$ cat config.mk
export PLATFORM = sky130hd
export DESIGN_NAME = sram_arbiter
export DESIGN_NICKNAME = d
export VERILOG_FILES = /design/src/rtl/sram_arbiter.sv
export SDC_FILE = /design/constraint.sdc
export NUM_CORES = 1
export LEC_CHECK = 0
export CAP_MARGIN = 25
export CORE_MARGIN = 8
export CORE_UTILIZATION = 30
export CTS_CLUSTER_DIAMETER = 200
export DETAILED_ROUTE_END_ITERATION = 6
export DONT_BUFFER_PORTS = 1
export PLACE_DENSITY = 0.51
export SLEW_MARGIN = 40
export SYNTH_ARGS = -nofsm -noshare
export SYNTH_HDL_FRONTEND = slang
export SYNTH_SLANG_ARGS = --single-unit
$ cat constraint.sdc
create_clock -name CLK -period 2.7 [get_ports CLK]
set_input_delay 0.27 -clock CLK [delete_from_list [all_inputs] [get_ports CLK]]
set_output_delay 0.27 -clock CLK [all_outputs]
set_load 0.02 [all_outputs]
$ cat src/rtl/sram_arbiter.sv
`timescale 1ns/1ps
// -----------------------------------------------------------------------------
// sram_arbiter
// Shares one asynchronous single-port SRAM between three clients:
//   - histogram increment (read-modify-write, saturating +1)
//   - readout path (single word read)
//   - clear sweep (writes zero to addresses 0..CLR_LAST)
// A single FSM sequences the SRAM strobes. All outputs are registered, so
// every strobe changes only on a rising CLK edge, or asynchronously on reset.
//
// Ports
//   CLK, RSTN               clock, asynchronous active-low reset
//   hist_req/hist_adr       increment request (level) and bin address
//   hist_ack                one-cycle pulse once the increment is written
//   rd_req/rd_adr           readout request (level) and address
//   rd_data/rd_valid        readout word and its one-cycle valid pulse
//   clr_req/clr_busy        clear-sweep start and busy flag
//   sram_adr/sram_dout      SRAM address and write data to the pad driver
//   sram_din                read data from the SRAM pads
//   sram_drv                pad driver enable (1 = drive sram_dout)
//   sram_oe_n/sram_we_n     SRAM output enable and write enable, active-low
// -----------------------------------------------------------------------------
module sram_arbiter #(
  parameter int            AW       = 20,
  parameter int            DW       = 16,
  parameter logic [AW-1:0] CLR_LAST = '1
) (
  input  logic          CLK,
  input  logic          RSTN,
  input  logic          hist_req,
  input  logic [AW-1:0] hist_adr,
  output logic          hist_ack,
  input  logic          rd_req,
  input  logic [AW-1:0] rd_adr,
  output logic [DW-1:0] rd_data,
  output logic          rd_valid,
  input  logic          clr_req,
  output logic          clr_busy,
  output logic [AW-1:0] sram_adr,
  output logic [DW-1:0] sram_dout,
  input  logic [DW-1:0] sram_din,
  output logic          sram_drv,
  output logic          sram_oe_n,
  output logic          sram_we_n
);

  typedef enum logic [3:0] {
    IDLE,
    H_RD0, H_RD1, H_CAP, H_SET, H_WE,
    R_RD0, R_RD1, R_CAP,
    C_SET, C_WE, C_NXT
  } state_t;

  state_t        r_state;
  logic          r_rd_pri;    // 1: readout wins the next hist/rd tie
  logic [DW-1:0] w_inc;       // saturating sram_din + 1
  logic          w_grant_hist;
  logic          w_grant_rd;

  // An all-ones bin stays all-ones instead of wrapping to zero.
  assign w_inc = (sram_din == '1) ? sram_din : sram_din + DW'(1);

  // Round-robin tie break: the client not served last wins the tie.
  assign w_grant_hist = hist_req && (!rd_req || !r_rd_pri);
  assign w_grant_rd   = rd_req && !w_grant_hist;

  // NOTE: all state and registered outputs use non-blocking assignments so
  // every branch below sees the pre-edge values of the registers it reads.
  always_ff @(posedge CLK or negedge RSTN) begin
    if (!RSTN) begin
      r_state   <= IDLE;
      r_rd_pri  <= 1'b0;
      sram_adr  <= '0;
      sram_dout <= '0;
      sram_drv  <= 1'b0;
      sram_oe_n <= 1'b1;
      sram_we_n <= 1'b1;
      rd_data   <= '0;
      rd_valid  <= 1'b0;
      hist_ack  <= 1'b0;
      clr_busy  <= 1'b0;
    end else begin
      hist_ack <= 1'b0;
      rd_valid <= 1'b0;
      case (r_state)
        IDLE: begin
          sram_oe_n <= 1'b1;
          sram_we_n <= 1'b1;
          sram_drv  <= 1'b0;
          if (clr_req) begin
            r_state   <= C_SET;
            sram_adr  <= '0;
            sram_dout <= '0;
            sram_drv  <= 1'b1;
            clr_busy  <= 1'b1;
          end else if (w_grant_hist) begin
            r_state   <= H_RD0;
            sram_adr  <= hist_adr;
            sram_oe_n <= 1'b0;
            r_rd_pri  <= 1'b1;
          end else if (w_grant_rd) begin
            r_state   <= R_RD0;
            sram_adr  <= rd_adr;
            sram_oe_n <= 1'b0;
            r_rd_pri  <= 1'b0;
          end
        end
        // Histogram read-modify-write. Read data is sampled at the end of
        // H_CAP, the third cycle with oe_n low; the driver turns on in the
        // same edge that releases oe_n, so the two never overlap.
        H_RD0: r_state <= H_RD1;
        H_RD1: r_state <= H_CAP;
        H_CAP: begin
          r_state   <= H_SET;
          sram_dout <= w_inc;
          sram_oe_n <= 1'b1;
          sram_drv  <= 1'b1;
        end
        H_SET: begin
          r_state   <= H_WE;
          sram_we_n <= 1'b0;
        end
        H_WE: begin
          // Driver stays on for the IDLE-entry cycle to give data hold
          // after the we_n rising edge.
          r_state   <= IDLE;
          sram_we_n <= 1'b1;
          hist_ack  <= 1'b1;
        end
        // Readout
        R_RD0: r_state <= R_RD1;
        R_RD1: r_state <= R_CAP;
        R_CAP: begin
          r_state   <= IDLE;
          rd_data   <= sram_din;
          rd_valid  <= 1'b1;
          sram_oe_n <= 1'b1;
        end
        // Clear sweep: driver held on with zero data for the whole sweep.
        C_SET: begin
          r_state   <= C_WE;
          sram_we_n <= 1'b0;
        end
        C_WE: begin
          r_state   <= C_NXT;
          sram_we_n <= 1'b1;
        end
        C_NXT: begin
          if (sram_adr == CLR_LAST) begin
            r_state  <= IDLE;
            sram_drv <= 1'b0;
            clr_busy <= 1'b0;
          end else begin
            r_state  <= C_SET;
            sram_adr <= sram_adr + AW'(1);
          end
        end
        default: begin
          r_state   <= IDLE;
          sram_oe_n <= 1'b1;
          sram_we_n <= 1'b1;
          sram_drv  <= 1'b0;
          clr_busy  <= 1'b0;
        end
      endcase
    end
  end

endmodule

# After elaboration in Yosys (flattened, before gate mapping)
# Index checks and enable logic that the tools add are counted.
[totals]
regBits = 63
input_bits = 61
out_inout_bits = 58
word_cells = 80
[classes]
add_sub_neg = 2
n_eq_ne = 17
muxes = 27
bitwise = 3
n_reduce_logical = 20
[ops]
columns = ["operator", "n"]
rows = [
  ["two-way mux 20 bit", 4],
  ["one-hot mux 20 bit (2 select lines)", 1],
  ["one-hot mux 4 bit (10 select lines)", 1],
  ["two-way mux 16 bit", 2],
  ["one-hot mux 16 bit (2 select lines)", 1],
  ["adder 20 x 1 -> 20 bit, second input constant", 1],
  ["== test 20 bit, second input constant", 1],
  ["OR reduction 9 bit", 2],
  ["adder 16 x 1 -> 16 bit, second input constant", 1],
  ["== test 16 bit, second input constant", 1],
  ["== test 4 x 3 -> 1 bit, second input constant", 4],
  ["== test 4 bit, second input constant", 4],
  ["two-way mux 4 bit", 4],
  ["two-way mux 1 bit", 10],
  ["OR reduction 10 bit", 1],
  ["AND reduction 3 bit", 3],
  ["== test 4 x 2 -> 1 bit, second input constant", 2],
  ["OR reduction 7 bit", 1],
  ["!= test 2 bit, second input constant", 3],
  ["nonzero test 2 bit", 3],
  ["== test 4 x 1 -> 1 bit, second input constant", 1],
  ["zero test 4 bit", 1],
  ["!= test 4 bit, second input constant", 1],
  ["one-hot mux 1 bit (2 select lines)", 2],
  ["other kinds (8)", 14],
]

# Logic depth before layout (Yosys ltp)
# Gate-level depths: netlist of the first run.
[logic_depth]
word_depth = 9
depth_mapped = 8
ltp_nobuf = 6

# Worst setup path before layout of the first run
# Ideal clock, no wire load.
[synth_path]
path_type = "register to register"
startpoint = "register r_state[1]"
endpoint = "register sram_adr[1]"
setup_ns = 0.125
t_arrival_ns = 2.050
slack_ns = 0.525
stages_incl_launch_ff = 8
path_buffers = 2
synth_period_minus_slack_ns = 2.175
path_cell_list = "dfrtp_1 or4_4 nor4_1 a21o_1 buf_4 or2_4 buf_6 mux2_2"
[synth_between]
elab_chain_cells = 3
word_cells_on_any_way = 7
cone_classes = "3 x eq/ne; 1 x mux; 3 x reduce/logical"
[synth_rtl]
columns = ["element", "line_no", "rtl"]
rows = [
  ["start, declared", "54", "state_t r_state;"],
  ["start signal, assigned", "71", "r_state <= IDLE;"],
  ["start signal, assigned", "91", "r_state <= C_SET;"],
  ["start signal, assigned", "97", "r_state <= H_RD0;"],
  ["== test 4 bit or zero test 4 bit (tied branches)", "85", "case (r_state)"],
  ["!= test 2 bit (no line) (tied with other cells)", "-", ""],
  ["AND reduction 3 bit (no line)", "-", ""],
  ["end signal, assigned", "98", "sram_adr <= hist_adr;"],
  ["end signal, assigned", "103", "sram_adr <= rd_adr;"],
  ["end signal, assigned", "155", "sram_adr <= sram_adr + AW'(1);"],
  ["end, declared", "39", "output logic [AW-1:0] sram_adr,"],
]
# Parallel ways exist; a longest one is shown, timed or not.
# A chain may end at the register's enable or synchronous reset.

# Worst setup path after layout of the first run
[layout_path]
startpoint = "register r_state[1]"
endpoint = "register sram_adr[0]"
# Same word-level chain as after synthesis.

==> results of run 1 <==
==> path summary, 6_finish.rpt <==
path / end / from / slack (ns) / depth (start not counted)
max: sram_adr[0] / r_state[1] / 0.39 / 5
min: r_rd_pri / rd_req / 0.04 / 1
max reg2reg: sram_adr[0] / r_state[1] / 0.39 / 5
min reg2reg: r_rd_pri / r_rd_pri / 0.56 / 1
max in group asynchronous: sram_oe_n / RSTN / 1.92 / 2
min in group asynchronous: hist_ack / RSTN / 0.49 / 2
==> cell usage after synthesis, types with 3 or more instances <==
cell / count
nand2b_1: 3
mux2_2: 18
xnor2_1: 3
and3_1: 7
clkbuf_1: 15
mux2i_1: 11
nand2_1: 52
buf_2: 6
nor2_1: 27
nand3_1: 9
and4_1: 4
a31oi_1: 13
and2_1: 3
inv_1: 9
nor4_1: 5
dfrtp_1: 61
o21ai_0: 37
xor2_1: 4
nand4_1: 8
o32a_1: 5
a21o_1: 6
nor3_1: 11
o22a_1: 4
or3_1: 5
a21oi_1: 28
nand4b_1: 3
o31ai_1: 14
o22ai_1: 5
a41oi_1: 6
==> logic make-up after synthesis <==
group	count (synthesis)	synth area share
xor gates and xnor gates	7	0.0167
DFF	63	0.429
AOI/OAI and AO/OA	130	0.226
muxes	29	0.0851
and+or+nand+nor	143	0.194
adders and majority gates	3	0.00953
buffers and inverters	34	0.0398
==> state kept, by name, summed over array words and instances, names as in the netlist <==
signal / flops
clr_busy: 1
rd_data: 16
sram_dout: 16
hist_ack: 1
sram_we_n: 1
sram_adr: 20
rd_valid: 1
sram_oe_n: 1
r_state: 4
r_rd_pri: 1
sram_drv: 1
==> layer usage <==
metal | part of all wire | up-vias | track usage
met2 | 0.48 | 112 | 0.237
met3 | 0.11 | 9 | 0.0754
met5 | 0 | - | 0
li1 | - | 1537 | -
met4 | 0.0072 | 0 | 0.0294
met1 | 0.40 | 1532 | 0.158
==> metrics by stage <==
stage	util	cell area [um^2]	worst slack, ns
finish	0.348	4180	0.392
global route	0.348	4180	0.227
CTS	0.348	4180	0.399
detailed placement	0.322	3870	0.418
global placement	0.322	3870	0.475
floorplan	-	3680	0.525
==> layout make-up <==
class | instances | area [um^2]
clock buffer | 10 | 229
clock inverter | 5 | 36.3
fill | 1299 | 7840
timing repair buffer | 18 | 158
multi-input combinational | 312 | 1960
inverter | 9 | 33.8
tap | 147 | 184
sequential | 63 | 1580
==> power breakdown <==
group          switching, mW  internal [mW]  leakage, nW
combinational          0.835          0.634        0.818
sequential             0.845           1.36        0.788
clock                  0.425          0.615        0.121
==> worst max-delay path, delay by kind of cell (launching register included) <==
family           cells  cell delay, ns
AO/OA/AOI/OAI        1            0.17
AND/OR/NAND/NOR      3            1.29
flip-flops           1            0.37
multiplexers         1            0.36
==> impl_metrics.py, run 1 <==
metrics = {
    "setup_path": {
        "required_ns": 2.91,
        "crit_slowest_cell": "or4_4",
        "crit_type": "flop to flop",
        "worstPathCellList": "or4_4 -> nor4_1 -> a21o_1 -> or2_4 -> mux2_2",
        "cp.arrival_ns": 2.52,
        "crit_fanout": 21,
        "critPathLaunchType": "flop",
        "critPathMaxStageDelay_ns": 0.57,
        "setup.worst_path.end_class": "flop",
    },
    "finish": {
        "mostFrequentLayoutCell": "dfrtp_1",
        "n_antenna_cell": 0,
        "finalNonFillerCells": 564,
        "nets": 476,
        "syn_to_final_growth_pct": 13.5,
        "drive_gt1_frac": 0.139,
        "final_cell_mix": "dfrtp_1 (61), nand2_1 (52), o21ai_0 (37)",
    },
    "placement": {
        "dp_hpwl_um": 8260,
        "dpl.cell_count": 547,
        "gp_congestion": 0.768,
        "port_buffers": 0,
    },
    "clock_network": {
        "clock-root-buffer": "clkbuf_16",
        "post_cts_buffers": 0,
        "ctsResizeCount": 0,
        "clk_latency_ns": 0.34,
        "clk_path_buf_depth": 2,
        "cts_tree": "done",
        "htree_levels": 3,
        "hold_buffers": 2,
        "clkTransAtPathRegs_ns": 0.05,
        "numCtsBuffers": 9,
        "cts.sink_count": 63,
    },
    "sta": {
        "setup_viol": 0,
        "slew-limit-headroom": 0.554,
        "layout_min_cycle_time_ns": 2.31,
        "finalClockSkew_ns": 0.00903,
        "tns_ns": 0,
        "finalHoldViolations": 0,
        "fmax_mhz": 433,
        "holdWs_ns": 0.0412,
        "worstMarginPinSlew_ns": 0.663,
        "slew_viol_final": 0,
        "post-route-period-util": 0.855,
        "rsz0062_at_grt": "no",
    },
    "power_and_ir_drop": {
        "power_leakage_nw": 1.73,
        "power_mw": 4.72,
        "ir_worst_vdd_mv": 0.508,
        "p_per_area_nw_per_um2": 1130,
    },
    "route": {
        "drcViolationCount": 0,
        "vias": 3190,
        "routed_wl_um": 11300,
        "first_pass_iters": 4,
        "routed_via_density": 5.66,
        "ant_nets": 0,
        "wl_per_cell_um": 20.0,
        "first_iter_violations": 154,
    },
    "yosys": {
        "syn-instance-count": 409,
        "ys_types": 49,
        "yosys-top-cells-area": "dfrtp_1 (42%), mux2_2 (5.5%), nand2_1 (5.3%)",
        "yosys_warnings": 0,
        "synth_top_area_frac": 0.415,
        "synth_edf_count": 0,
        "synth_seq_cells": 63,
        "ys.flop_type": "dfrtp_1",
        "seq_area_frac_synth": 0.429,
        "syn_nets": 472,
        "synth_area_um2": 3680,
        "ys_async_sr_fraction": 1.00,
        "syn-mean-instance-area_um2": 8.99,
        "synth_top_cell_by_area": "dfrtp_1",
    },
    "global_routing": {
        "grt_use_total": 0.142,
        "grt_pass1_vias": 3259,
        "gr-total-overflow": 0,
        "grt_pass1_wl_um": 18100,
        "grt_max_degree": 64,
        "antenna_found_initial": 0,
    },
    "floorplanning": {
        "fp-row-count": 40,
        "ios": 119,
        "fp.dieH_um": 127,
        "core_um2": 12000,
        "dieArea_um2": 16100,
        "start_util": 0.306,
        "die_x_um": 127,
    },
    "status": {
        "status": "finished, final reports clean",
    },
    "job": {
        "maxCapViolCount": 0,
    },
    "min_path": {
        "min_path_type": "primary input to flop",
    },
}
Power figures use the tool's default switching activity.
==> run 2: changes to the inputs <==
REMOVE_ABC_BUFFERS = 1   (was not set)
SLEW_MARGIN = 20   (was 40)
==> run 2 against run 1 <==
Clock skew fell by 0.00059 ns. Clock power grew 13%. Sequential share of layout area fell by 0.47 points. Critical path type unchanged. Critical endpoint unchanged. Largest cell class unchanged. Largest power group unchanged. Highest routed layer unchanged.
==> impl_metrics.py, run 2 (synthesis gave the netlist of run 1 again) <==
metrics = {
    "finish": {
        "final_cell_mix": "dfrtp_1 (61), nand2_1 (52), o21ai_0 (37)",
        "regMostFlops": "sram_adr",
        "regArea_um2": 1580,
        "nets": 477,
        "largest_reg_flops": 20,
        "final_util": 0.352,
        "multi_input_area_um2": 1960,
        "finalNonFillerCells": 566,
        "drive_gt1_frac": 0.143,
        "syn_to_final_growth_pct": 15.0,
        "fillers": 1244,
        "top_regs": "sram_adr: 20 flops, rd_data: 16 flops, sram_dout: 16 flops",
        "n_antenna_cell": 0,
        "mostFrequentLayoutCell": "dfrtp_1",
    },
    "setup_path": {
        "setup.worst_path.end_class": "flop",
        "r2r-end": "sram_adr[0]",
        "critPathLaunchType": "flop",
        "crit_fanout": 21,
        "rrSetupSlack_ns": 0.44,
        "r2r_start": "r_state[1]",
        "cp.arrival_ns": 2.46,
        "required_ns": 2.90,
        "reg2reg_depth": 5,
        "crit_type": "flop to flop",
    },
    "route": {
        "routed_wl_um": 11100,
        "routed_via_density": 5.58,
        "vias": 3156,
        "wl_per_cell_um": 19.7,
        "drcViolationCount": 0,
        "first_pass_iters": 5,
        "ant_nets": 0,
        "first_iter_violations": 189,
    },
    "sta": {
        "tns_ns": 0,
        "setup_viol": 0,
        "slew-limit-headroom": 0.580,
        "finalHoldViolations": 0,
        "worstMarginPinSlew_ns": 0.628,
        "layout_min_cycle_time_ns": 2.26,
        "rsz0062_at_grt": "no",
        "finalClockSkew_ns": 0.00844,
        "post-route-period-util": 0.837,
        "fmax_mhz": 442,
        "slew_viol_final": 0,
    },
    "power_and_ir_drop": {
        "p_sw_frac": 0.428,
        "ir_worst_vdd_mv": 0.563,
        "seq_power_share": 0.454,
        "pwr-share-clk": 0.243,
        "power.internal_mw": 2.79,
        "p_per_area_nw_per_um2": 1150,
        "power_leakage_nw": 1.77,
        "combPwrFrac": 0.304,
        "p_sw_mw": 2.08,
    },
    "floorplanning": {
        "ios": 119,
        "die_x_um": 127,
        "fp-row-count": 40,
        "fp.dieH_um": 127,
        "start_util": 0.306,
        "dieArea_um2": 16100,
        "core_um2": 12000,
    },
    "clock_network": {
        "numCtsBuffers": 9,
        "clock-root-buffer": "clkbuf_16",
        "clkTransAtPathRegs_ns": 0.05,
        "htree_levels": 3,
        "clk_latency_ns": 0.32,
        "ctsResizeCount": 0,
        "cts_tree": "done",
        "cts.sink_count": 63,
        "clk_path_buf_depth": 2,
    },
    "min_path": {
        "min_path_type": "primary input to flop",
        "whs_path_depth": 1,
        "hold_start": "rd_req",
        "hold-path-endpoint": "r_rd_pri",
    },
    "global_routing": {
        "grt_pass1_wl_um": 18300,
        "gr-total-overflow": 0,
        "grt_use_total": 0.142,
        "grt_pass1_vias": 3155,
        "grt_max_degree": 64,
        "antenna_found_initial": 0,
    },
    "placement": {
        "dpl.cell_count": 548,
        "dp_hpwl_um": 8220,
        "port_buffers": 0,
        "gp_congestion": 0.827,
    },
    "status": {
        "status": "finished, final reports clean",
    },
    "job": {
        "maxCapViolCount": 0,
    },
}
-- run 2: worst max path at each step --
stage,startpoint,cells past startpoint,to
global route,r_state[1],5,sram_adr[0]
floorplan,r_state[3],4,sram_adr[8]
detailed placement,r_state[1],5,sram_adr[0]
CTS,r_state[1],5,sram_adr[0]
finish,r_state[1],5,sram_adr[0]
global placement,r_state[1],5,sram_adr[1]
-- run 2: repair_timing --
item | CTS | global route
hold endpoints to repair | 63 | 0
setup buffers | 0 | 0
hold buffers | 2 | 0
-- run 2: power by group through the flow --
stage	sequential (mW)	clock [mW]	combinational (mW)
CTS	2.23	1.21	1.49
global route	2.29	1.26	1.69
global placement	2.24	0	1.43
finish	2.21	1.18	1.48
detailed placement	2.25	0	1.46
floorplan	2.16	0	0.994
-- run 2: final cells by class --
class,instances,share of cell area
clock inverters,3,0.00947
repair buffers,19,0.0391
flip-flops and latches,63,0.373
multi-input cells,312,0.463
well taps,147,0.0435
inverters,9,0.00799
clock buffers,13,0.0639
-- run 2: worst max-delay path, stage by stage, from the launching register on --
cell     delay [ns]
dfrtp_1        0.38
or4_4          0.58
nor4_1         0.39
a21o_1         0.16
or2_4          0.27
mux2_2         0.36
-- run 2: per-layer routing --
| layer | vias to the layer above | GRT usage | part of all wire |
|---|---|---|---|
| li1 | 1536 | - | - |
| met1 | 1519 | 0.190 | 0.46 |
| met2 | 96 | 0.211 | 0.46 |
| met3 | 5 | 0.0469 | 0.076 |
| met4 | 0 | 0.0448 | 0.0078 |
| met5 | - | 0 | 0 |
-- run 2: metrics by stage --
| stage | instance area (um^2) | setup slack, ns | power, mW | hold slack, ns |
|---|---|---|---|---|
| 4_1_cts | 4230 | 0.439 | 4.94 | 0.0363 |
| 5_1_grt | 4230 | 0.304 | 5.23 | 0.0475 |
| 3_5_place_dp | 3880 | 0.452 | 3.71 | -0.0237 |
| 6_report | 4230 | 0.440 | 4.87 | 0.0442 |
| 3_3_place_gp | 3880 | 0.536 | 3.67 | -0.0239 |
| 2_1_floorplan | 3560 | -0.0567 | 3.16 | -0.0256 |
